<file path="config.mk">
export PLATFORM = sky130hd
export DESIGN_NAME = reduce_inject_queue_flat
export DESIGN_NICKNAME = d
export VERILOG_FILES = /design/src/rtl/reduce_inject_queue_pkg.sv /design/src/rtl/reduce_inject_queue_if.sv /design/src/rtl/reduce_inject_queue_fifo.sv /design/src/rtl/reduce_inject_queue.sv /design/src/flat_wrapper.sv
export SDC_FILE = /design/constraint.sdc
export NUM_CORES = 1
export LEC_CHECK = 0
export BUFFER_PORTS_ARGS = -buffer_cell sky130_fd_sc_hd__clkbuf_2
export CORE_ASPECT_RATIO = 0.6
export CORE_MARGIN = 1.5
export CORE_UTILIZATION = 40
export CTS_BUF_LIST = sky130_fd_sc_hd__clkbuf_4
export DETAILED_ROUTE_END_ITERATION = 10
export PLACE_DENSITY = 0.59
export RECOVER_POWER = 25
export SLEW_MARGIN = 20
export SYNTH_ARGS = -nofsm -noshare
export SYNTH_HDL_FRONTEND = slang
export SYNTH_HIERARCHICAL = 1
export SYNTH_SLANG_ARGS = --single-unit
</file>
<file path="constraint.sdc">
create_clock -name clk -period 15.7 [get_ports clk]
set_input_delay 1.57 -clock clk [delete_from_list [all_inputs] [get_ports clk]]
set_output_delay 1.57 -clock clk [all_outputs]
set_load 0.01 [all_outputs]
</file>
<file path="src/rtl/reduce_inject_queue_pkg.sv">
// Flit field layout, route/state encodings and routing helper shared by the
// reduction inject queue.
package reduce_inject_queue_pkg;

    // Field offsets above the payload; a flit is PayloadWidth + HDR_WIDTH bits.
    localparam int unsigned HDR_WIDTH   = 50;
    localparam int unsigned DST_X_OFS   = 40;
    localparam int unsigned DST_Y_OFS   = 43;
    localparam int unsigned DST_Z_OFS   = 46;
    localparam int unsigned VALID_OFS   = 49;
    localparam int unsigned COORD_WIDTH = 3;

    typedef enum logic [1:0] {XPOS, YPOS, DROP} route_t;
    typedef enum logic [1:0] {S_IDLE, S_ISSUE, S_GAP} state_t;

    function automatic int unsigned flit_width(input int unsigned payload_width);
        return payload_width + HDR_WIDTH;
    endfunction

    // Dimension order: X first, then Y; anything already aligned in X and Y
    // (Z mismatch or local destination) cannot be injected from here.
    function automatic route_t route_of(input logic [COORD_WIDTH-1:0] dst_x,
                                        input logic [COORD_WIDTH-1:0] dst_y,
                                        input logic [COORD_WIDTH-1:0] cur_x,
                                        input logic [COORD_WIDTH-1:0] cur_y);
        if (dst_x != cur_x)
            return XPOS;
        else if (dst_y != cur_y)
            return YPOS;
        return DROP;
    endfunction

endpackage

</file>
<file path="src/rtl/reduce_inject_queue_if.sv">
// Upstream flit handshake plus router inject ports of the reduction inject queue.
interface reduce_inject_queue_if #(
    parameter int unsigned FlitWidth  = 82,
    parameter int unsigned ChildWidth = 3
);
    logic [FlitWidth-1:0]            in_flit;
    logic [ChildWidth-1:0]           in_children;
    logic                            in_valid;
    logic                            in_ready;
    logic                            xpos_stall;
    logic                            ypos_stall;
    logic [FlitWidth+ChildWidth-1:0] inject_xpos;
    logic [FlitWidth+ChildWidth-1:0] inject_ypos;

    modport master (
        output in_flit, in_children, in_valid, xpos_stall, ypos_stall,
        input  in_ready, inject_xpos, inject_ypos
    );

    modport slave (
        input  in_flit, in_children, in_valid, xpos_stall, ypos_stall,
        output in_ready, inject_xpos, inject_ypos
    );
endinterface

</file>
<file path="src/rtl/reduce_inject_queue_fifo.sv">
// Show-ahead FIFO with asynchronous active-low reset; rd_data is the head entry.
module reduce_inject_fifo #(
    parameter int unsigned Width = 85,
    parameter int unsigned Depth = 4
) (
    input  logic             clk,
    input  logic             rst,
    input  logic             wr_en,
    input  logic [Width-1:0] wr_data,
    input  logic             rd_en,
    output logic [Width-1:0] rd_data,
    output logic             full,
    output logic             empty
);
    localparam int unsigned AW = (Depth > 1) ? $clog2(Depth) : 1;
    localparam int unsigned CW = $clog2(Depth + 1);

    logic [Width-1:0] mem [Depth];
    logic [AW-1:0]    wr_ptr;
    logic [AW-1:0]    rd_ptr;
    logic [CW-1:0]    count;
    logic             do_wr;
    logic             do_rd;

    function automatic logic [AW-1:0] bump(input logic [AW-1:0] p);
        return (p == AW'(Depth - 1)) ? '0 : p + 1'b1;
    endfunction

    assign do_wr   = wr_en && !full;
    assign do_rd   = rd_en && !empty;
    assign full    = (count == CW'(Depth));
    assign empty   = (count == '0);
    assign rd_data = mem[rd_ptr];

    always_ff @(posedge clk or negedge rst) begin
        if (!rst) begin
            wr_ptr <= '0;
            rd_ptr <= '0;
            count  <= '0;
        end else begin
            if (do_wr)
                wr_ptr <= bump(wr_ptr);
            if (do_rd)
                rd_ptr <= bump(rd_ptr);
            if (do_wr && !do_rd)
                count <= count + 1'b1;
            else if (!do_wr && do_rd)
                count <= count - 1'b1;
        end
    end

    always_ff @(posedge clk) begin
        if (do_wr)
            mem[wr_ptr] <= wr_data;
    end

endmodule

</file>
<file path="src/rtl/reduce_inject_queue.sv">
// Buffers reduction results with their children field and paces them into the
// router xpos/ypos inject ports in dimension order.
module reduce_inject_queue
    import reduce_inject_queue_pkg::*;
#(
    parameter int unsigned cur_x        = 0,
    parameter int unsigned cur_y        = 0,
    parameter int unsigned cur_z        = 0,
    parameter int unsigned lg_numprocs  = 3,
    parameter int unsigned PayloadWidth = 32,
    parameter int unsigned QueueDepth   = 4,
    parameter int unsigned MinGap       = 2
) (
    input  logic                   clk,
    input  logic                   rst,
    reduce_inject_queue_if.slave   bus,
    output logic [15:0]            inj_count,
    output logic [7:0]             drop_count,
    output logic                   route_err
);
    localparam int unsigned FlitWidth      = flit_width(PayloadWidth);
    localparam int unsigned FlitChildWidth = FlitWidth + lg_numprocs;
    localparam int unsigned ValidBitPos    = PayloadWidth + VALID_OFS;
    localparam int unsigned GW             = $clog2(MinGap + 1);
    localparam bit          HAS_GAP        = (MinGap > 1);
    localparam logic [COORD_WIDTH-1:0] CX  = COORD_WIDTH'(cur_x);
    localparam logic [COORD_WIDTH-1:0] CY  = COORD_WIDTH'(cur_y);

    if (cur_x > 7 || cur_y > 7 || cur_z > 7 || QueueDepth < 2 || MinGap < 1) begin : g_bad_params
        $error("reduce_inject_queue: illegal parameter set");
    end

    logic                      full;
    logic                      empty;
    logic                      in_ready;
    logic                      wr_en;
    logic [FlitChildWidth-1:0] head;
    route_t                    route;
    state_t                    state;
    state_t                    next_state;
    logic                      pop;
    logic                      issue_x;
    logic                      issue_y;
    logic                      issue;
    logic                      drop;
    logic [GW-1:0]             gap_cnt;
    logic [FlitChildWidth-1:0] inject_x;
    logic [FlitChildWidth-1:0] inject_y;

    // Invalid flits are accepted but never stored, so they touch no counter.
    assign in_ready     = rst && !full;
    assign wr_en        = bus.in_valid && in_ready && bus.in_flit[ValidBitPos];
    assign bus.in_ready = in_ready;

    reduce_inject_fifo #(
        .Width (FlitChildWidth),
        .Depth (QueueDepth)
    ) u_fifo (
        .clk     (clk),
        .rst     (rst),
        .wr_en   (wr_en),
        .wr_data ({bus.in_children, bus.in_flit}),
        .rd_en   (pop),
        .rd_data (head),
        .full    (full),
        .empty   (empty)
    );

    assign route = route_of(head[PayloadWidth + DST_X_OFS +: COORD_WIDTH],
                            head[PayloadWidth + DST_Y_OFS +: COORD_WIDTH], CX, CY);
    assign issue = issue_x || issue_y;

    always_ff @(posedge clk or negedge rst) begin
        if (!rst)
            state <= S_IDLE;
        else
            state <= next_state;
    end

    // IDLE acts on a non-empty FIFO in the same cycle so an empty-queue
    // enqueue reaches the inject port after only the FIFO write and output register.
    always_comb begin
        next_state = state;
        unique case (state)
            S_IDLE, S_ISSUE: begin
                if (issue && HAS_GAP)
                    next_state = S_GAP;
                else
                    next_state = empty ? S_IDLE : S_ISSUE;
            end
            S_GAP: begin
                if (gap_cnt <= GW'(1))
                    next_state = empty ? S_IDLE : S_ISSUE;
            end
            default: next_state = S_IDLE;
        endcase
    end

    always_comb begin
        pop     = 1'b0;
        issue_x = 1'b0;
        issue_y = 1'b0;
        drop    = 1'b0;
        if (state != S_GAP && !empty) begin
            unique case (route)
                XPOS: begin
                    issue_x = !bus.xpos_stall;
                    pop     = !bus.xpos_stall;
                end
                YPOS: begin
                    issue_y = !bus.ypos_stall;
                    pop     = !bus.ypos_stall;
                end
                default: begin
                    drop = 1'b1;
                    pop  = 1'b1;
                end
            endcase
        end
    end

    always_ff @(posedge clk or negedge rst) begin
        if (!rst) begin
            gap_cnt <= '0;
        end else if (issue) begin
            gap_cnt <= GW'(MinGap - 1);
        end else if (state == S_GAP && gap_cnt != '0) begin
            gap_cnt <= gap_cnt - 1'b1;
        end
    end

    always_ff @(posedge clk or negedge rst) begin
        if (!rst) begin
            inject_x   <= '0;
            inject_y   <= '0;
            inj_count  <= '0;
            drop_count <= '0;
            route_err  <= 1'b0;
        end else begin
            inject_x <= issue_x ? head : '0;
            inject_y <= issue_y ? head : '0;
            if (issue)
                inj_count <= inj_count + 1'b1;
            if (drop && drop_count != '1)
                drop_count <= drop_count + 1'b1;
            if (drop)
                route_err <= 1'b1;
        end
    end

    assign bus.inject_xpos = inject_x;
    assign bus.inject_ypos = inject_y;

endmodule

</file>
<file path="src/flat_wrapper.sv">
// flat-port wrapper written by rule: the top's interface ports become plain ports
module reduce_inject_queue_flat import reduce_inject_queue_pkg::*;
#(
    parameter int unsigned cur_x        = 0,
    parameter int unsigned cur_y        = 0,
    parameter int unsigned cur_z        = 0,
    parameter int unsigned lg_numprocs  = 3,
    parameter int unsigned PayloadWidth = 32,
    parameter int unsigned QueueDepth   = 4,
    parameter int unsigned MinGap       = 2
)
  (clk, rst, inj_count, drop_count, route_err, bus_in_flit, bus_in_children, bus_in_valid, bus_xpos_stall, bus_ypos_stall, bus_in_ready, bus_inject_xpos, bus_inject_ypos);
  reduce_inject_queue_if #(.FlitWidth(((32) + 50)), .ChildWidth((3))) bus_i ();
  input  logic clk;
  input  logic rst;
  output logic [15:0] inj_count;
  output logic [7:0] drop_count;
  output logic route_err;
  input wire logic [$bits(bus_i.in_flit)-1:0] bus_in_flit;
  input wire logic [$bits(bus_i.in_children)-1:0] bus_in_children;
  input wire logic [$bits(bus_i.in_valid)-1:0] bus_in_valid;
  input wire logic [$bits(bus_i.xpos_stall)-1:0] bus_xpos_stall;
  input wire logic [$bits(bus_i.ypos_stall)-1:0] bus_ypos_stall;
  output wire logic [$bits(bus_i.in_ready)-1:0] bus_in_ready;
  output wire logic [$bits(bus_i.inject_xpos)-1:0] bus_inject_xpos;
  output wire logic [$bits(bus_i.inject_ypos)-1:0] bus_inject_ypos;
  assign bus_i.in_flit = bus_in_flit;
  assign bus_i.in_children = bus_in_children;
  assign bus_i.in_valid = bus_in_valid;
  assign bus_i.xpos_stall = bus_xpos_stall;
  assign bus_i.ypos_stall = bus_ypos_stall;
  assign bus_in_ready = bus_i.in_ready;
  assign bus_inject_xpos = bus_i.inject_xpos;
  assign bus_inject_ypos = bus_i.inject_ypos;
  reduce_inject_queue #(.cur_x(cur_x), .cur_y(cur_y), .cur_z(cur_z), .lg_numprocs(lg_numprocs), .PayloadWidth(PayloadWidth), .QueueDepth(QueueDepth), .MinGap(MinGap)) u_core (.clk(clk), .rst(rst), .bus(bus_i), .inj_count(inj_count), .drop_count(drop_count), .route_err(route_err));
endmodule
</file>
==> impl_metrics.csv <==
group,metric,value,unit
routing,vias,9912,
placed_design,place_congestion,0.7570,
critical_path,r2r_cells,14,
global_route,grt_pass1_vias,10460,
logic_synthesis,synthesis.area,0.01960,mm^2
routing,first_pass_iters,8,
cells_and_area,nets,1461,
cells_and_area,multiInputGateArea,0.003973,mm^2
clock_network,cts.clk_slew.worst_paths,0.07,ns
power,power,0.003856,W
clock_network,cts_setup_buffers,0,
clock_network,clockBufferDepth,3,
placed_design,dpl.cell_count,1866,
routing,route.detailed.drc,34,
power,power_density,165.3,mW/mm^2
floorplanning,die-area,0.05037,mm^2
floorplanning,ioPinCount,286,
job,maxCapViolCount,0,
clock_network,cts_buffers,132,
clock_network,hold_buffers,0,
cells_and_area,instances_no_fill,2114,
routing,wl_per_cell,19.56,um
critical_path,path_buf_inv,3,
critical_path,cp.required,16.44,ns
timing,setup_viol,0,
routing,drt-initial-drc-count,574,
global_route,grt-ovfl-total,0,
timing,skew,0.05188,ns
cells_and_area,layout_commonest_cell,"edfxtp_1",
logic_synthesis,ys_types,46,
power,vdd.ir_drop.worst,0.08104,mV
logic_synthesis,synth_top_area_cell,"edfxtp_1",
critical_path,cp_max_fo,36,
clock_network,cts_tree,"done",
timing,holdWs,0.4712,ns
logic_synthesis,synth_seq_area_share,78.40,%
cells_and_area,fillers,4159,
logic_synthesis,ys_seq_elements,546,
power,p_int,0.002731,W
clock_network,cts_root_buffer,"clkbuf_4",
power,p_sw,0.001125,W
logic_synthesis,synth_area_leaders,"edfxtp_1, dfrtp_1, mux4_2",
floorplanning,die_h,174.5,um
timing,rsz0062_at_grt,"false",
power,pwr-share-seq,47.0,%
timing,final_hold_viol_count,0,
timing,slew_viol_final,0,
timing,slew_headroom,28.37,%
critical_path,cp.depth,14,
outcome,status,"complete, but fails checks",
critical_path,endpoint_kind,"flop",
critical_path,rrSetupSlack,10.72,ns
global_route,antenna_found_initial,5,
critical_path,endpoint,"u_core/u_fifo/count[2]",
cells_and_area,regArea,0.01537,mm^2
global_route,grt_max_degree,82,
floorplanning,rows,62,
critical_path,worstSetupStartpointType,"flop",
power,p_clk_share,30.3,%
critical_path,rr_startpoint,"u_core/u_fifo/rd_ptr[0]",
critical_path,startpoint,"u_core/u_fifo/rd_ptr[0]",
cells_and_area,drive_above_1_share,36.15,%
timing,fmax,0.2007,GHz
critical_path,cp_cell_sequence,"buf_4 > buf_4 > mux4_2 > nor3_2 > o22ai_4 > nand2_4 > nand2_1 > o31ai_2 > ha_1 > inv_1 > fa_1 > xor2_1 > nor2_1 > xor2_1",
floorplanning,start_util,40.75,%
clock_network,htreeDepth,4,
global_route,grt_pass1_wl,62600,um
clock_network,clk_latency,0.81,ns
floorplanning,die-width,288.8,um
power,pwr-share-comb,22.7,%
routing,ant_nets,0,
critical_path,arrival,5.72,ns
timing,worst_pin_slew,1.075,ns
logic_synthesis,ys_warn_count,6,
clock_network,cts_sinks,546,
timing,fin_crit_sh,31.74,%
power,p_leak,9.408,nW
logic_synthesis,syn-instance-count,969,
logic_synthesis,synth_top_area_share,52.10,%
timing,fin_tns_setup,0,ns
logic_synthesis,synthFlopType,"edfxtp_1",
floorplanning,coreArea,0.04810,mm^2
logic_synthesis,synth_edf_count,340,
logic_synthesis,avgSynthCellArea,20.22,um^2
timing,fin_crit,4.983,ns
clock_network,cts.repair.resized,0,
logic_synthesis,synthArstFlopShare,37.73,%
critical_path,slowest_delay,0.74,ns
routing,totalWireLength,41350,um
routing,vias_per_cell,4.689,
placed_design,dp_hpwl,25170,um
outcome,violations,"design-rule violations",
cells_and_area,syn2layout_area_growth,19.01,%
hold_path,min_path_type,"reg -> reg",
placed_design,io_buffers,285,
critical_path,path_delay_family,"buffers and inverters",
critical_path,critical_path_class,"reg -> reg",
cells_and_area,final_cell_mix,"edfxtp_1, dfrtp_1, clkbuf_2",
critical_path,crit_path_top_delay_cell,"buf_4",
critical_path,timing.rr.end,"u_core/u_fifo/count[2]",
global_route,grt_usage,16.77,%
power,swShare,29.18,%
[metal layers]
metal	part of all wire [%]	GRT usage (%)	wire length, um	vias up
met3	7.9	5.735	3280	59
met4	1.7	5.295	712	0
met1	43	23.02	17910	5046
li1	-	-	-	4516
met2	47	25.22	19440	291
met5	0	0	0	-
[worst reg2reg max path, stage by stage (launching register included)]
cell and delay [ns]:
dfrtp_4 0.70, buf_4 0.65, buf_4 0.77, mux4_2 0.65, nor3_2 0.38, o22ai_4 0.26
nand2_4 0.17, nand2_1 0.07, o31ai_2 0.11, ha_1 0.28, inv_1 0.07, fa_1 0.38
xor2_1 0.16, nor2_1 0.11, xor2_1 0.15
[synthesized netlist by cell type (3+ instances only)]
cell / instances
nor3_1: 3
mux4_2: 85
buf_2: 10
inv_1: 5
mux2_2: 5
and4_1: 4
edfxtp_1: 340
and3_1: 9
buf_4: 5
ha_1: 10
xor2_1: 9
xnor2_1: 17
and2_1: 171
dfrtp_1: 206
nand2_1: 6
clkbuf_1: 15
nand4_1: 9
nand3_1: 9
clkbuf_2: 6
nor2_1: 11
buf_12: 3
[kinds of logic after synthesis]
kind of cell | after synthesis | synth area share, %
AO/OA/AOI/OAI | 6 | 0.3448
AND/OR/NAND/NOR | 241 | 7.738
adder cells (fa/ha/maj) | 11 | 0.7406
buffers and inverters | 47 | 1.481
other | 1 | 0.01914
XOR/XNOR | 26 | 1.162
flip-flops | 546 | 78.40
multiplexers | 91 | 10.11
[power by group through the flow]
stage	Sequential (W)	Clock (W)	Combinational, W
detailed placement	0.00185	0	0.000904
global placement	0.00184	0	0.000897
floorplan	0.00187	0	0.000553
global route	0.00183	0.00129	0.000957
finish	0.00181	0.00117	0.000876
CTS	0.00182	0.00122	0.000905
[worst min path at each step]
stage / slack (ns) / to / depth (start not counted) / startpoint
after floorplan: 0.45 / u_core/state[1] / 1 / u_core/state[1]
after global placement: 0.46 / u_core/inj_count[15] / 1 / u_core/inj_count[15]
after detailed placement: 0.47 / u_core/inj_count[15] / 1 / u_core/inj_count[15]
after CTS: 0.48 / u_core/inj_count[15] / 1 / u_core/inj_count[15]
after global routing: 0.51 / u_core/drop_count[6] / 1 / u_core/drop_count[6]
final: 0.47 / u_core/inj_count[15] / 1 / u_core/inj_count[15]
[metrics by stage]
step / worst slack, ns / cell area, um^2 / util [%]
finish: 10.72 / 23320 / 48.49
global route: 10.28 / 23310 / 48.46
CTS: 10.56 / 23410 / 48.67
detailed placement: 10.58 / 21690 / 45.10
global placement: 10.65 / 21690 / 45.10
floorplan: 9.545 / 19610 / -
[sequential cells by signal (all words and copies together), names as in the netlist]
name / cells
u_core/u_fifo/rd_ptr: 2
u_core/bus.inject_ypos: 85
u_core/drop_count: 8
u_core/u_fifo/mem: 340
u_core/inj_count: 16
u_core/u_fifo/count: 3
u_core/state: 2
u_core/route_err: 1
u_core/u_fifo/wr_ptr: 2
u_core/gap_cnt: 2
u_core/bus.inject_xpos: 85
[area by class of cell]
type                       count  area share [%]
tap                          640           3.433
inverter                       5         0.08047
clock inverter                47           1.143
antenna                        8         0.08583
multi-input combinational    378           17.03
timing repair buffer         297           6.105
clock buffer                 193           6.212
sequential                   546           65.91
Note: power is estimated with default switching activity, not from simulation.
